$ cat src/rtl/ins_fetch_queue.sv
// Instruction fetch with PC ownership, fixed-latency IM reads and a prefetch queue.
// Redirects flush queued words; an epoch bit discards reads issued before a redirect.
module ins_fetch_queue #(
    parameter int              XLEN     = 32,
    parameter int              DEPTH    = 4,
    parameter logic [XLEN-1:0] RESET_PC = 32'h0000_3000,
    parameter int              CNT_W    = 16,
    localparam int             AW       = $clog2(DEPTH),
    localparam int             CW       = AW + 1
) (
    input  logic             clk,
    input  logic             rst_n,
    output logic             im_req,
    output logic [XLEN-1:0]  im_addr,
    input  logic [31:0]      im_rdata,
    input  logic             br_valid,
    input  logic [XLEN-1:0]  br_pc,
    input  logic [15:0]      br_imm16,
    input  logic             alu_zero,
    input  logic             jmp_valid,
    input  logic [XLEN-1:0]  jmp_pc,
    input  logic [25:0]      jmp_imm26,
    output logic             ins_valid,
    input  logic             ins_ready,
    output logic [31:0]      ins_data,
    output logic [XLEN-1:0]  ins_pc,
    output logic [CW-1:0]    q_count,
    output logic [CNT_W-1:0] redir_cnt
);

    logic [XLEN-1:0]  fetch_pc_q, fetch_pc_d;
    logic             inflight_q, inflight_d;
    logic [XLEN-1:0]  infl_pc_q, infl_pc_d;
    logic             infl_epoch_q, infl_epoch_d;
    logic             epoch_q, epoch_d;
    logic [AW-1:0]    head_q, head_d;
    logic [AW-1:0]    tail_q, tail_d;
    logic [CW-1:0]    count_q, count_d;
    logic [CNT_W-1:0] redir_cnt_q, redir_cnt_d;
    logic [31:0]      hold_data_q, hold_data_d;
    logic [XLEN-1:0]  hold_pc_q, hold_pc_d;
    logic [31:0]      data_q [DEPTH];
    logic [31:0]      data_d [DEPTH];
    logic [XLEN-1:0]  pc_q [DEPTH];
    logic [XLEN-1:0]  pc_d [DEPTH];

    logic            br_take;
    logic            redir;
    logic [XLEN-1:0] br_off;
    logic [XLEN-1:0] jpc4;
    logic [XLEN-1:0] jmp_tgt;
    logic [XLEN-1:0] target;
    logic            push;
    logic            pop;
    logic            not_empty;

    always_comb begin
        br_take = br_valid & alu_zero;
        redir   = jmp_valid | br_take;
        br_off  = {{(XLEN-18){br_imm16[15]}}, br_imm16, 2'b00};
        jpc4    = jmp_pc + XLEN'(4);
        jmp_tgt = jpc4;
        jmp_tgt[31:0] = {jpc4[31:28], jmp_imm26, 2'b00};
        target  = jmp_valid ? jmp_tgt : br_pc + XLEN'(4) + br_off;
    end

    // Credit check counts the in-flight read so a return always has a slot.
    assign im_req    = rst_n & ~redir &
                       ((count_q + CW'(inflight_q)) < CW'(DEPTH));
    assign im_addr   = fetch_pc_q;
    assign not_empty = (count_q != '0);
    assign ins_valid = not_empty & ~redir;
    assign pop       = ins_valid & ins_ready;
    assign push      = inflight_q & (infl_epoch_q == epoch_q) & ~redir;
    assign ins_data  = not_empty ? data_q[head_q] : hold_data_q;
    assign ins_pc    = not_empty ? pc_q[head_q] : hold_pc_q;
    assign q_count   = count_q;
    assign redir_cnt = redir_cnt_q;

    always_comb begin
        fetch_pc_d   = fetch_pc_q;
        inflight_d   = im_req;
        infl_pc_d    = infl_pc_q;
        infl_epoch_d = epoch_q;
        epoch_d      = epoch_q;
        head_d       = head_q;
        tail_d       = tail_q;
        count_d      = count_q;
        redir_cnt_d  = redir_cnt_q;
        hold_data_d  = hold_data_q;
        hold_pc_d    = hold_pc_q;
        data_d       = data_q;
        pc_d         = pc_q;
        if (im_req) begin
            fetch_pc_d = fetch_pc_q + XLEN'(4);
            infl_pc_d  = fetch_pc_q;
        end
        if (redir) begin
            fetch_pc_d = target;
            epoch_d    = ~epoch_q;
            head_d     = '0;
            tail_d     = '0;
            count_d    = '0;
            if (redir_cnt_q != '1)
                redir_cnt_d = redir_cnt_q + CNT_W'(1);
        end else begin
            if (push) begin
                data_d[tail_q] = im_rdata;
                pc_d[tail_q]   = infl_pc_q;
                tail_d         = tail_q + AW'(1);
            end
            if (pop) begin
                hold_data_d = data_q[head_q];
                hold_pc_d   = pc_q[head_q];
                head_d      = head_q + AW'(1);
            end
            count_d = count_q + CW'(push) - CW'(pop);
        end
    end

    always_ff @(posedge clk or negedge rst_n) begin
        if (!rst_n) begin
            fetch_pc_q   <= RESET_PC;
            inflight_q   <= 1'b0;
            infl_pc_q    <= '0;
            infl_epoch_q <= 1'b0;
            epoch_q      <= 1'b0;
            head_q       <= '0;
            tail_q       <= '0;
            count_q      <= '0;
            redir_cnt_q  <= '0;
            hold_data_q  <= '0;
            hold_pc_q    <= '0;
            for (int i = 0; i < DEPTH; i++) begin
                data_q[i] <= '0;
                pc_q[i]   <= '0;
            end
        end else begin
            fetch_pc_q   <= fetch_pc_d;
            inflight_q   <= inflight_d;
            infl_pc_q    <= infl_pc_d;
            infl_epoch_q <= infl_epoch_d;
            epoch_q      <= epoch_d;
            head_q       <= head_d;
            tail_q       <= tail_d;
            count_q      <= count_d;
            redir_cnt_q  <= redir_cnt_d;
            hold_data_q  <= hold_data_d;
            hold_pc_q    <= hold_pc_d;
            data_q       <= data_d;
            pc_q         <= pc_d;
        end
    end

endmodule

$ cat config.mk
export PLATFORM = sky130hd
export DESIGN_NAME = ins_fetch_queue
export DESIGN_NICKNAME = d
export VERILOG_FILES = /design/src/rtl/ins_fetch_queue.sv
export SDC_FILE = /design/constraint.sdc
export NUM_CORES = 1
export LEC_CHECK = 0
export ABC_AREA = 1
export CAP_MARGIN = 20
export CORE_ASPECT_RATIO = 1.1
export CORE_MARGIN = 3
export CORE_UTILIZATION = 30
export DETAILED_ROUTE_END_ITERATION = 8
export PLACE_DENSITY = 0.45
export SYNTH_ARGS = -nofsm -noshare
export SYNTH_HDL_FRONTEND = slang
export SYNTH_SLANG_ARGS = --single-unit
$ cat constraint.sdc
create_clock -name clk -period 2.76 [get_ports clk]
set_clock_uncertainty 0.15 [all_clocks]
set_input_delay 0.414 -clock clk [delete_from_list [all_inputs] [get_ports clk]]
set_output_delay 0.414 -clock clk [all_outputs]
set_load 0.05 [all_outputs]
Word level (Yosys, flattened, before mapping)
Index checks and enable logic that the tools add are counted.
Cells by class
  equality and inequality tests: 2
  muxes and demuxes: 20
  $lt $le $gt $ge: 4
  reductions and logical operators: 8
  $add $sub $neg: 10
  bitwise gates (word level): 12
Operator list (number)
  $mux 32: 10
  $bwmux 128: 2
  $bmux 32 s2: 2
  $add 32x3->32 const B: 3
  $demux 32 s2: 1
  $add 32x32->32: 1
  $add 16x1->16 const B: 1
  $ne 16x16->1 const B: 1
  $mux 2: 4
  $and 1x1->1: 7
  $add 3x1->3: 2
  $ge 3x3->1 const B: 2
  $not 2->3: 2
  $reduce_and 2->1: 3
  $reduce_bool 2->1: 3
  $add 2x1->2 const B: 2
  $lt 3x1->1 const B: 1
  $lt 3x3->1 const B: 1
  $mux 3: 1
  $reduce_bool 3->1: 1
  $sub 3x1->3: 1
  $not 1->1: 2
  $eq 1x1->1: 1
  $logic_and 1x1->1: 1
  $or 1x1->1: 1
Word-level totals
  register bits after elaboration: 410
  logic and storage cells: 75
  output and inout bits: 117
  input port bits: 144

Longest topological paths before layout
  depth after elaboration: 7
  depth in mapped cells: 18
  gate-level depth less buffers: 18

Worst setup path after synthesis
No wires, ideal clock.
  kind: flip-flop to flip-flop
  start: reg count_q[1], in the netlist q_count[1]
  end: reg count_q[2], in the netlist q_count[2]
  slack: -0.682 ns
  stages on the path, launching flop included: 14
  buffers on the path: 2
  setup time: 0.125 ns
  data arrival time: 3.168 ns
  cells stage by stage: dfrtp_1 > nor3_1 > nor2_1 > nand2_1 > inv_1 > buf_2 > buf_2 > ha_1 > inv_1 > ha_1 > inv_1 > fa_1 > o21ai_0 > a21oi_1
Between the ends
  cells in the longest elaborated chain, start to end: 5
  elaborated cells between the ends (all ways): 6
  classes of those cells: add/sub: 2; mux: 1; bitwise: 2; reduce/logical: 1
Ends and longest elaborated chain
  from (decl): RTL line 38  | logic [CW-1:0] count_q, count_d;
  from (signal assigned): RTL line 146  | count_q <= count_d;
  $reduce_bool 3->1: RTL line 71  | assign not_empty = (count_q != '0);
  $and 1x1->1: RTL line 72  | assign ins_valid = not_empty & ~redir;
  named net ins_valid: RTL line 23  | output logic ins_valid,
  $and 1x1->1: RTL line 73  | assign pop = ins_valid & ins_ready;
  $sub 3x1->3: RTL line 117  | count_d = count_q + CW'(push) - CW'(pop);
  $mux 3: RTL line 98  | if (redir) begin
  named net count_d[2]: RTL line 38
The timed path passes the listed nets, and every way through them passes these cells.
A chain may end at the register's enable or synchronous reset.

Worst setup path in the final report
  start: reg head_q[0]
  end: out ins_data[15]
Between the ends
  cells in the longest elaborated chain, start to end: 5
Ends and longest elaborated chain
  from (decl): RTL line 36  | logic [AW-1:0] head_q, head_d;
  from (signal assigned): RTL line 128  | head_q <= '0;
  from (signal assigned): RTL line 144  | head_q <= head_d;
  $not 2->3 (implied by the code): RTL line 75  | assign ins_data = not_empty ? data_q[head_q] : hold_data_q;
  $bmux 32 s2: RTL line 75
  $mux 32 (implied by the code) (2 in a row): RTL line 75
  $mux 32: RTL line 75
  to (decl): RTL line 25  | output logic [31:0] ins_data,
No other way between the ends. The select of a mux whose other input is x is not followed.

==> results.py <==
metrics = {
    "cells_and_area": {
        "layout-area-overhead-vs-synth_pct": 39.40,
        "diodes": 0,
        "fin_nets": 3025,
        "drive_gt1_frac": 0.2689,
    },
    "sta": {
        "fin_tns_setup_ns": -0.01604,
        "setup_slack_ns": -0.01604,
        "rsz0062_at_grt": "yes",
        "holdWs_ns": 0.1048,
        "setup_viol": 1,
        "slew_headroom": 0.4002,
        "finalHoldViolCount": 0,
        "timing.fmax_ghz": 0.3602,
        "period_share": 1.006,
        "finalCriticalPeriod_ns": 2.776,
        "max_slew.worst_pin.slew_ns": 0.8996,
        "final_max_slew_viol_count": 0,
    },
    "clock_tree": {
        "cts.htree.levels": 2,
        "clk_path_buf_depth": 3,
        "cts-root-buf": "clkbuf_16",
        "cts_buffers": 47,
        "cts.sinks": 410,
        "path_clk_slew_ns": 0.06,
        "tritoncts": "yes",
        "worstSkewPairLatency_ns": 0.57,
    },
    "route": {
        "wire_per_inst_um": 19.14,
        "viasPerCell": 4.837,
        "routed_wl_um": 72660,
        "vias": 18370,
        "route.detailed.drc": 0,
        "antenna_left": 0,
        "first_pass_iters": 5,
        "drt-initial-drc-count": 852,
    },
    "logic_synthesis": {
        "synth_warnings": 0,
        "synth_edf_count": 0,
        "syn-num-nets": 2649,
        "yosys_most_used_dff": "dfrtp_1",
        "syn_area_um2": 21990,
        "ys_top_cells_by_area": "dfrtp_1 46%, mux2_2 12%, o21ai_0 7.5%, nand2_1 7.3%, nor2_1 4.2%",
        "yosysSeqAreaShare": 0.4666,
        "synthArstFlopShare": 1.000,
        "yosysTopAreaCell": "dfrtp_1",
        "netlist.area_leader.share": 0.4642,
        "avgSynthCellArea_um2": 9.021,
        "ys_ff_latch": 410,
        "syn_inst": 2438,
        "ys_types": 49,
    },
    "setup_path": {
        "startpoint_type": "flop",
        "r2r_start": "im_addr[3]$_DFFE_PN0P_",
        "crit_required_ns": 2.20,
        "worstPathArrival_ns": 2.21,
        "rr_endpoint": "im_addr[22]$_DFFE_PN0P_",
        "end_kind": "output port",
        "cp_max_fo": 7,
        "crit_start": "head_q[0]$_DFFE_PN0P_",
        "path_class": "reg2out",
        "regToRegSetupSlack_ns": 0.37,
        "r2r.worst_path.cells": 11,
    },
    "global_routing": {
        "grt_util_met2": 0.3149,
        "grt.met3_usage": 0.04113,
        "antenna_found_initial": 1,
        "grt_max_degree": 167,
        "grt_pass1_vias": 18920,
        "busiest_layer": "met2",
        "grtUsageMet1": 0.2252,
        "overflow": 0,
        "grt_pass1_wl_um": 109800,
        "grt_usage": 0.1811,
    },
    "power_and_ir_drop": {
        "power_density_nw_per_um2": 827.1,
        "irDropWorstVdd_mv": 0.3682,
        "p_leak_nw": 14.57,
    },
    "flow_run": {
        "drv_cap": 0,
    },
    "floorplanning": {
        "initial_core_util": 0.3047,
        "die_area_um2": 76600,
        "design.core.area_um2": 72170,
        "rows": 103,
        "die_w_um": 264.2,
        "die_h_um": 290.0,
        "io_pins": 261,
    },
    "place": {
        "place.detailed.hpwl_um": 48780,
        "gp_congestion": 0.8969,
        "io_buffers": 258,
    },
    "status": {
        "status": "finished with violations",
        "violations": "negative setup slack",
    },
    "hold_path": {
        "min_path_type": "in2async",
    },
}
[how the worst max path moves through the flow]
stage / to / slack [ns]
after detailed placement: im_addr[18]$_DFFE_PN0P_ / -0.48
after global placement: im_addr[26]$_DFFE_PN0P_ / -0.49
after global routing: ins_data[23] / -0.12
after CTS: ins_pc[12] / -0.12
final: ins_data[15] / -0.02
after floorplan: ins_data[10] / -0.17
[cell usage in the layout, fill, tap and decap left out, drive strengths merged, types with 6 or more instances in the layout]
cell           count
ha                65
nand2            430
a21oi             45
inv              219
nor2             253
clkbuf            80
mux2             257
o22ai             66
clkdlybuf4s50    191
nand3             90
buf              243
xnor2             11
o211ai             7
clkinv            13
dfrtp            408
o21ai            332
o21bai            17
bufinv             7
nor3              26
xor2              35
nand4             25
a31oi              6
[sequential cells by signal, summed over array words and instances (netlist names)]
register,flops
epoch_q,1
hold_data_q,32
inflight_q,1
infl_pc_q,32
q_count,3
infl_epoch_q,1
head_q,2
data_q,128
im_addr,32
redir_cnt,16
tail_q,2
pc_q,128
hold_pc_q,32
[synth_stat cells (all sizes together), types with 26 or more instances]
| cell | n |
|---|---|
| xor2 | 35 |
| o21ai | 332 |
| nand3 | 90 |
| nand2 | 430 |
| nor3 | 26 |
| mux2 | 257 |
| clkbuf | 69 |
| ha | 65 |
| inv | 221 |
| dfrtp | 408 |
| a21oi | 45 |
| nor2 | 253 |
| o22ai | 66 |
| buf | 51 |
[power by group]
part,internal (mW),leakage (nW),switching (mW)
clock,4.08,0.821,2.58
combinational,4.69,8.45,5.82
sequential,7.34,5.29,0.842
[area by class of cell]
cell class                 instances  area, µm²
timing repair buffer             447       5605
clock inverter                    18      261.5
clock buffer                      69       1400
multi-input combinational       1686      11060
inverter                         222      873.3
fill                            6993      41510
tap                              945       1182
sequential                       410      10270
[stage by stage]
| step | util | instances | power (mW) | worst slack (ns) | instance area (µm²) |
|---|---|---|---|---|---|
| after global placement | 0.3771 | 3662 | 17.92 | -0.4946 | 27220 |
| after floorplan | - | 2438 | 13.32 | -0.1687 | 22010 |
| after global routing | 0.4248 | 3797 | 26.71 | -0.1158 | 30660 |
| after CTS | 0.4137 | 3770 | 25.45 | -0.1200 | 29860 |
| final | 0.4248 | 3797 | 25.36 | -0.01604 | 30660 |
| after detailed placement | 0.3771 | 3662 | 18.05 | -0.4757 | 27220 |
[routing by layer]
layer	share of wire	up-vias
li1	-	8966
met1	0.43	8956
met2	0.50	340
met3	0.050	103
met4	0.026	2
met5	0.00018	-
[critical path: stages (launching register included)]
cell,delay [ns]
dfrtp_4,0.55
clkinv_8,0.14
buf_12,0.15
buf_16,0.14
buf_12,0.11
nor2_2,0.03
o22ai_2,0.18
nand2_1,0.09
o21ai_2,0.09
buf_12,0.16
[cells by family (layout without fill, tap and decap cells)]
group / Yosys count / after routing / share of synthesized area
AO/OA/AOI/OAI: 484 / 484 / 0.1186
flip-flops: 410 / 410 / 0.4666
AND/OR/NAND/NOR: 832 / 832 / 0.1581
buffers and inverters: 342 / 756 / 0.06793
multiplexers: 257 / 257 / 0.1316
XOR/XNOR: 46 / 46 / 0.01832
adder cells (fa/ha/maj): 67 / 67 / 0.03880
[repair_timing]
| item | in CTS | in global routing |
|---|---|---|
| cloned | 12 | 13 |
| setup endpoints to repair | 64 | 71 |
| gates resized for setup | 204 | 127 |
| hold buffers | 1 | 0 |
| hold endpoints to repair | 244 | 0 |
| buffers inserted | 8 | 16 |
| pin swaps | 52 | 36 |
(Power assumes the default switching activity.)
